[src/rtl/double_to_long.sv]
// double_to_long: converts an IEEE-754 binary64 value to a signed 64-bit
// integer, truncating toward zero and saturating on overflow. The mantissa is
// aligned one bit per cycle, so latency depends on the operand's exponent.
module double_to_long #(
    parameter logic [63:0] NAN_VALUE = 64'h8000000000000000
) (
    input  logic        clk,
    input  logic        rst,
    input  logic [63:0] in_a,
    input  logic        in_a_stb,
    output logic        in_a_ack,
    output logic [63:0] out_z,
    output logic        out_z_stb,
    input  logic        out_z_ack
);

    typedef enum logic [2:0] {
        GET    = 3'd0,
        UNPACK = 3'd1,
        SHIFT  = 3'd2,
        PACK   = 3'd3,
        PUT    = 3'd4
    } state_t;

    state_t      state;
    logic [63:0] a;
    logic [63:0] m;
    logic [63:0] result;
    logic        sign;
    logic        special;
    logic        dir_left;
    logic [5:0]  cnt;

    // Field extraction from the latched operand.
    logic               a_sign;
    logic [10:0]        a_exp;
    logic [51:0]        a_frac;
    logic signed [11:0] a_e;
    logic signed [11:0] a_rel;
    logic signed [11:0] a_rel_abs;

    assign a_sign    = a[63];
    assign a_exp     = a[62:52];
    assign a_frac    = a[51:0];
    assign a_e       = $signed({1'b0, a_exp}) - 12'sd1023;
    assign a_rel     = a_e - 12'sd52;
    assign a_rel_abs = (a_rel < 12'sd0) ? -a_rel : a_rel;

    // Largest-magnitude representable result of the given sign.
    function automatic logic [63:0] sat_value(input logic neg);
        sat_value = neg ? 64'h8000000000000000 : 64'h7FFFFFFFFFFFFFFF;
    endfunction

    // Apply the sign to an unsigned magnitude; the magnitude never exceeds
    // 2^63-1 on this path, so the negation cannot overflow.
    function automatic logic [63:0] apply_sign(input logic neg, input logic [63:0] mag);
        apply_sign = neg ? (~mag + 64'd1) : mag;
    endfunction

    // Conversion FSM: handshake, classification, serial alignment, output.
    always_ff @(posedge clk) begin
        if (rst) begin
            state     <= GET;
            in_a_ack  <= 1'b0;
            out_z_stb <= 1'b0;
            out_z     <= 64'd0;
            cnt       <= 6'd0;
        end else begin
            case (state)
                GET: begin
                    in_a_ack <= 1'b1;
                    if (in_a_stb && in_a_ack) begin
                        a        <= in_a;
                        in_a_ack <= 1'b0;
                        state    <= UNPACK;
                    end
                end

                UNPACK: begin
                    sign     <= a_sign;
                    m        <= {11'b0, 1'b1, a_frac};
                    dir_left <= (a_e > 12'sd52);
                    cnt      <= a_rel_abs[5:0];
                    special  <= 1'b1;
                    state    <= PACK;
                    if (a_exp == 11'h7FF) begin
                        result <= (a_frac != 52'd0) ? NAN_VALUE : sat_value(a_sign);
                    end else if (a_e < 12'sd0) begin
                        result <= 64'd0;
                    end else if (a_e >= 12'sd63) begin
                        result <= sat_value(a_sign);
                    end else begin
                        special <= 1'b0;
                        if (a_rel_abs != 12'sd0) begin
                            state <= SHIFT;
                        end
                    end
                end

                SHIFT: begin
                    m   <= dir_left ? {m[62:0], 1'b0} : {1'b0, m[63:1]};
                    cnt <= cnt - 6'd1;
                    if (cnt == 6'd1) begin
                        state <= PACK;
                    end
                end

                PACK: begin
                    out_z     <= special ? result : apply_sign(sign, m);
                    out_z_stb <= 1'b1;
                    state     <= PUT;
                end

                PUT: begin
                    if (out_z_stb && out_z_ack) begin
                        out_z_stb <= 1'b0;
                        in_a_ack  <= 1'b1;
                        state     <= GET;
                    end
                end

                default: begin
                    state <= GET;
                end
            endcase
        end
    end

endmodule

[config.mk]
export PLATFORM = sky130hd
export DESIGN_NAME = double_to_long
export DESIGN_NICKNAME = d
export VERILOG_FILES = /design/src/rtl/double_to_long.sv
export SDC_FILE = /design/constraint.sdc
export NUM_CORES = 1
export LEC_CHECK = 0
export ABC_AREA = 1
export CORE_MARGIN = 10
export CORE_UTILIZATION = 57
export DETAILED_ROUTE_END_ITERATION = 16
export GPL_TIMING_DRIVEN = 0
export PLACE_DENSITY = 0.9
export SKIP_LAST_GASP = 1
export SYNTH_ARGS = -nofsm -noshare
export SYNTH_HDL_FRONTEND = slang
export SYNTH_SLANG_ARGS = --single-unit
[constraint.sdc]
create_clock -name clk -period 6.3 [get_ports clk]
set_input_delay 1.89 -clock clk [delete_from_list [all_inputs] [get_ports clk]]
set_output_delay 1.89 -clock clk [all_outputs]
set_load 0.05 [all_outputs]
==> impl_metrics.csv <==
group,metric,value,unit
detailed_routing,vias,11180,
global_route,grt-busiest-layer,"met2",
critical_path,path_delay_family,"buffers and inverters",
floorplanning,io_pins,134,
critical_path,end_kind,"flop",
timing,timing.fmax,0.2458,GHz
timing,fin_worst_skew,0.02017,ns
detailed_routing,ant_nets,0,
critical_path,required,6.50,ns
clocking,ctsRootBufferMaster,"clkbuf_16",
critical_path,path_cells,"clkdlybuf4s50_1, inv_1, buf_1, nand2_1, nor2_4, buf_12",
place,numPortBuffers,133,
global_route,grt_use_met1,0.3643,
pwr,power-per-cell-area,344.6,nW/µm²
critical_path,critical_path.max_stage_delay,0.75,ns
synthesis,synthArstFlopShare,0,
clocking,cts_max_level,1,
global_route,grt_max_degree,34,
clocking,post_cts_buffers,0,
layout,final_layout_size_suffix_gt1_frac,0.06134,
critical_path,crit_fanout,33,
detailed_routing,drt_iter0_markers,1344,
synthesis,ys_warn_count,0,
clocking,hold_buffers,0,
pwr,ir_drop,365.8,µV
layout,final_area,13830,µm²
global_route,met3_usage,0.05752,
clocking,clkTransAtPathRegs,0.06,ns
clocking,cts.path.max_buffers,3,
layout,final_common_cell,"nand2_1",
synthesis,ys.flop_type,"edfxtp_1",
global_route,grt_pass1_vias,10770,
synthesis,ys_ff_latch,208,
status,status,"finished, final reports clean",
detailed_routing,avgRoutedWirePerCell,19.60,µm
critical_path,worstPathArrival,4.27,ns
floorplanning,core-area,19530,µm²
pwr,seqPwrFrac,0.410,
floorplanning,die_w,160.9,µm
timing,slew_violations,0,
global_route,grt_overflow,0,
synthesis,syn_area,11320,µm²
floorplanning,start_util,0.5796,
detailed_routing,totalWireLength,36830,µm
synthesis,syn_area_per_cell,7.865,µm²
timing,finalHoldViolations,0,
floorplanning,dieArea,25890,µm²
flow_run,max-cap-violations,0,
timing,max-slew-margin-rel,0.3158,
floorplanning,rows,51,
timing,tightest_slew,1.026,ns
timing,setup_viol,0,
floorplanning,die-height,160.9,µm
pwr,clkPwrFrac,0.284,
clocking,insertion_delay,0.52,ns
synthesis,synth_cells,1439,
layout,area_delta_synth_final,22.17,%
synthesis,ys_types,40,
layout,nets,1676,
clocking,cts_tree,"built",
hold_path,hold_path_depth,2,
critical_path,crit_cells,6,
synthesis,synth_edf_count,133,
place,pre_cts_slack,1.720,ns
detailed_routing,avgViaCountPerCell,5.951,
hold_path,hp-class,"reg -> reg",
detailed_routing,dr.pass1.iters,5,
timing,holdWs,0.4661,ns
clocking,post_cts_resized,0,
timing,post-route-period-util,0.6457,
layout,final_cell_mix,"322 x nand2_1, 207 x o21ai_0, 133 x edfxtp_1, 133 x clkdlybuf4s50_1, 130 x inv_1",
layout,n_antenna_cell,0,
synthesis,syn_nets,1516,
critical_path,crit_buf_inv,4,
global_route,antenna_found_initial,0,
place,place_area,13060,µm²
pwr,internal_power,3016,µW
place,gp_congestion,1.030,
place,dp_hpwl,28320,µm
timing,rsz0062_at_grt,"false",
clocking,clock_sinks,208,
pwr,p_sw_frac,0.3669,
layout,fin_util,0.7081,
timing,fin_crit,4.068,ns
synthesis,seq_area_frac_synth,0.4856,
global_route,grtUsageTotal,0.2732,
critical_path,worstSetupStartpointType,"input pin",
global_route,grt_pass1_wl,57940,µm
critical_path,crit_type,"in -> reg",
critical_path,reg2regPathDepth,6,
detailed_routing,drcViolationCount,0,
timing,fin_ws,2.232,ns
clocking,cts_inserted_buffers,22,
pwr,leakagePower,0.005288,µW
pwr,p_comb_frac,0.305,
global_route,grtUsageMet2,0.4397,
pwr,p_switching,1748,µW
critical_path,slowest_stage,"nor2_4",
worst min-delay path: stages (launching register included):
cell,delay [ns]
dfxtp_1,0.30
nand2_1,0.06
a21oi_1,0.06
power by group through the flow:
stage	clock network (µW)	registers, µW	logic (µW)
4_1_cts	1360	1940	1430
3_5_place_dp	0	1960	1410
3_3_place_gp	0	1980	1330
2_1_floorplan	0	2090	776
6_report	1350	1960	1460
5_1_grt	1420	1970	1590
metal layers:
| metal | share of wire | up-vias |
|---|---|---|
| li1 | - | 5240 |
| met1 | 0.41 | 5202 |
| met2 | 0.46 | 665 |
| met3 | 0.11 | 75 |
| met4 | 0.023 | 0 |
| met5 | 0 | - |
synth_stat cells (8+ instances only):
master,n,share of area
nand2_1,322,0.11
a21oi_1,93,0.041
nand3_1,124,0.055
nand3_2,9,0.0080
inv_2,8,0.0027
dfxtp_1,75,0.13
clkbuf_1,59,0.020
nand4_1,19,0.011
ha_1,9,0.010
nor4_1,27,0.015
nor2_2,10,0.0055
nor2_1,107,0.035
nor3_1,15,0.0066
edfxtp_1,133,0.35
nand2_2,9,0.0050
inv_1,130,0.043
o21ai_0,207,0.092
xor2_1,16,0.012
o211ai_1,16,0.011
through the flow:
step,TNS (ns),power (µW),instances
finish,0,4765,1879
global route,0,4981,1879
CTS,0,4732,1879
detailed placement,0,3375,1840
global placement,-83.80,3311,1837
floorplan,0,2868,1439
path summary, 6_finish.rpt:
kind | slack (ns) | end | start
setup / recovery | 2.23 | a[37] | rst
hold / removal | 0.47 | cnt[4] | cnt[4]
setup reg to reg | 3.21 | out_z[13] | state[0]
hold reg to reg | 0.47 | cnt[4] | cnt[4]
flip-flops by register name, indices dropped and copies added (netlist names), 2 cells and up:
name / count
result: 2
m: 64
state: 3
cnt: 6
out_z: 64
a: 64
cell families (layout without fill, tap and decap cells):
logic type	after synthesis	in the layout	synth area share
AOI/OAI and AO/OA	329	329	0.1510
buffers and inverters	206	381	0.06899
DFF	208	208	0.4856
adders and majority gates	9	9	0.009950
xor gates and xnor gates	18	18	0.01393
and+or+nand+nor	669	669	0.2705
cell type report:
type	instances	area (µm²)
Fill cell	1528	5700
Sequential cell	208	5495
Multi-Input combinational cell	1025	5056
Timing Repair Buffer	136	1399
Clock buffer	23	575.6
Inverter	141	529.3
Tap cell	265	331.6
Buffer	65	251.5
Clock inverter	16	187.7
(Power assumes the default switching activity.)
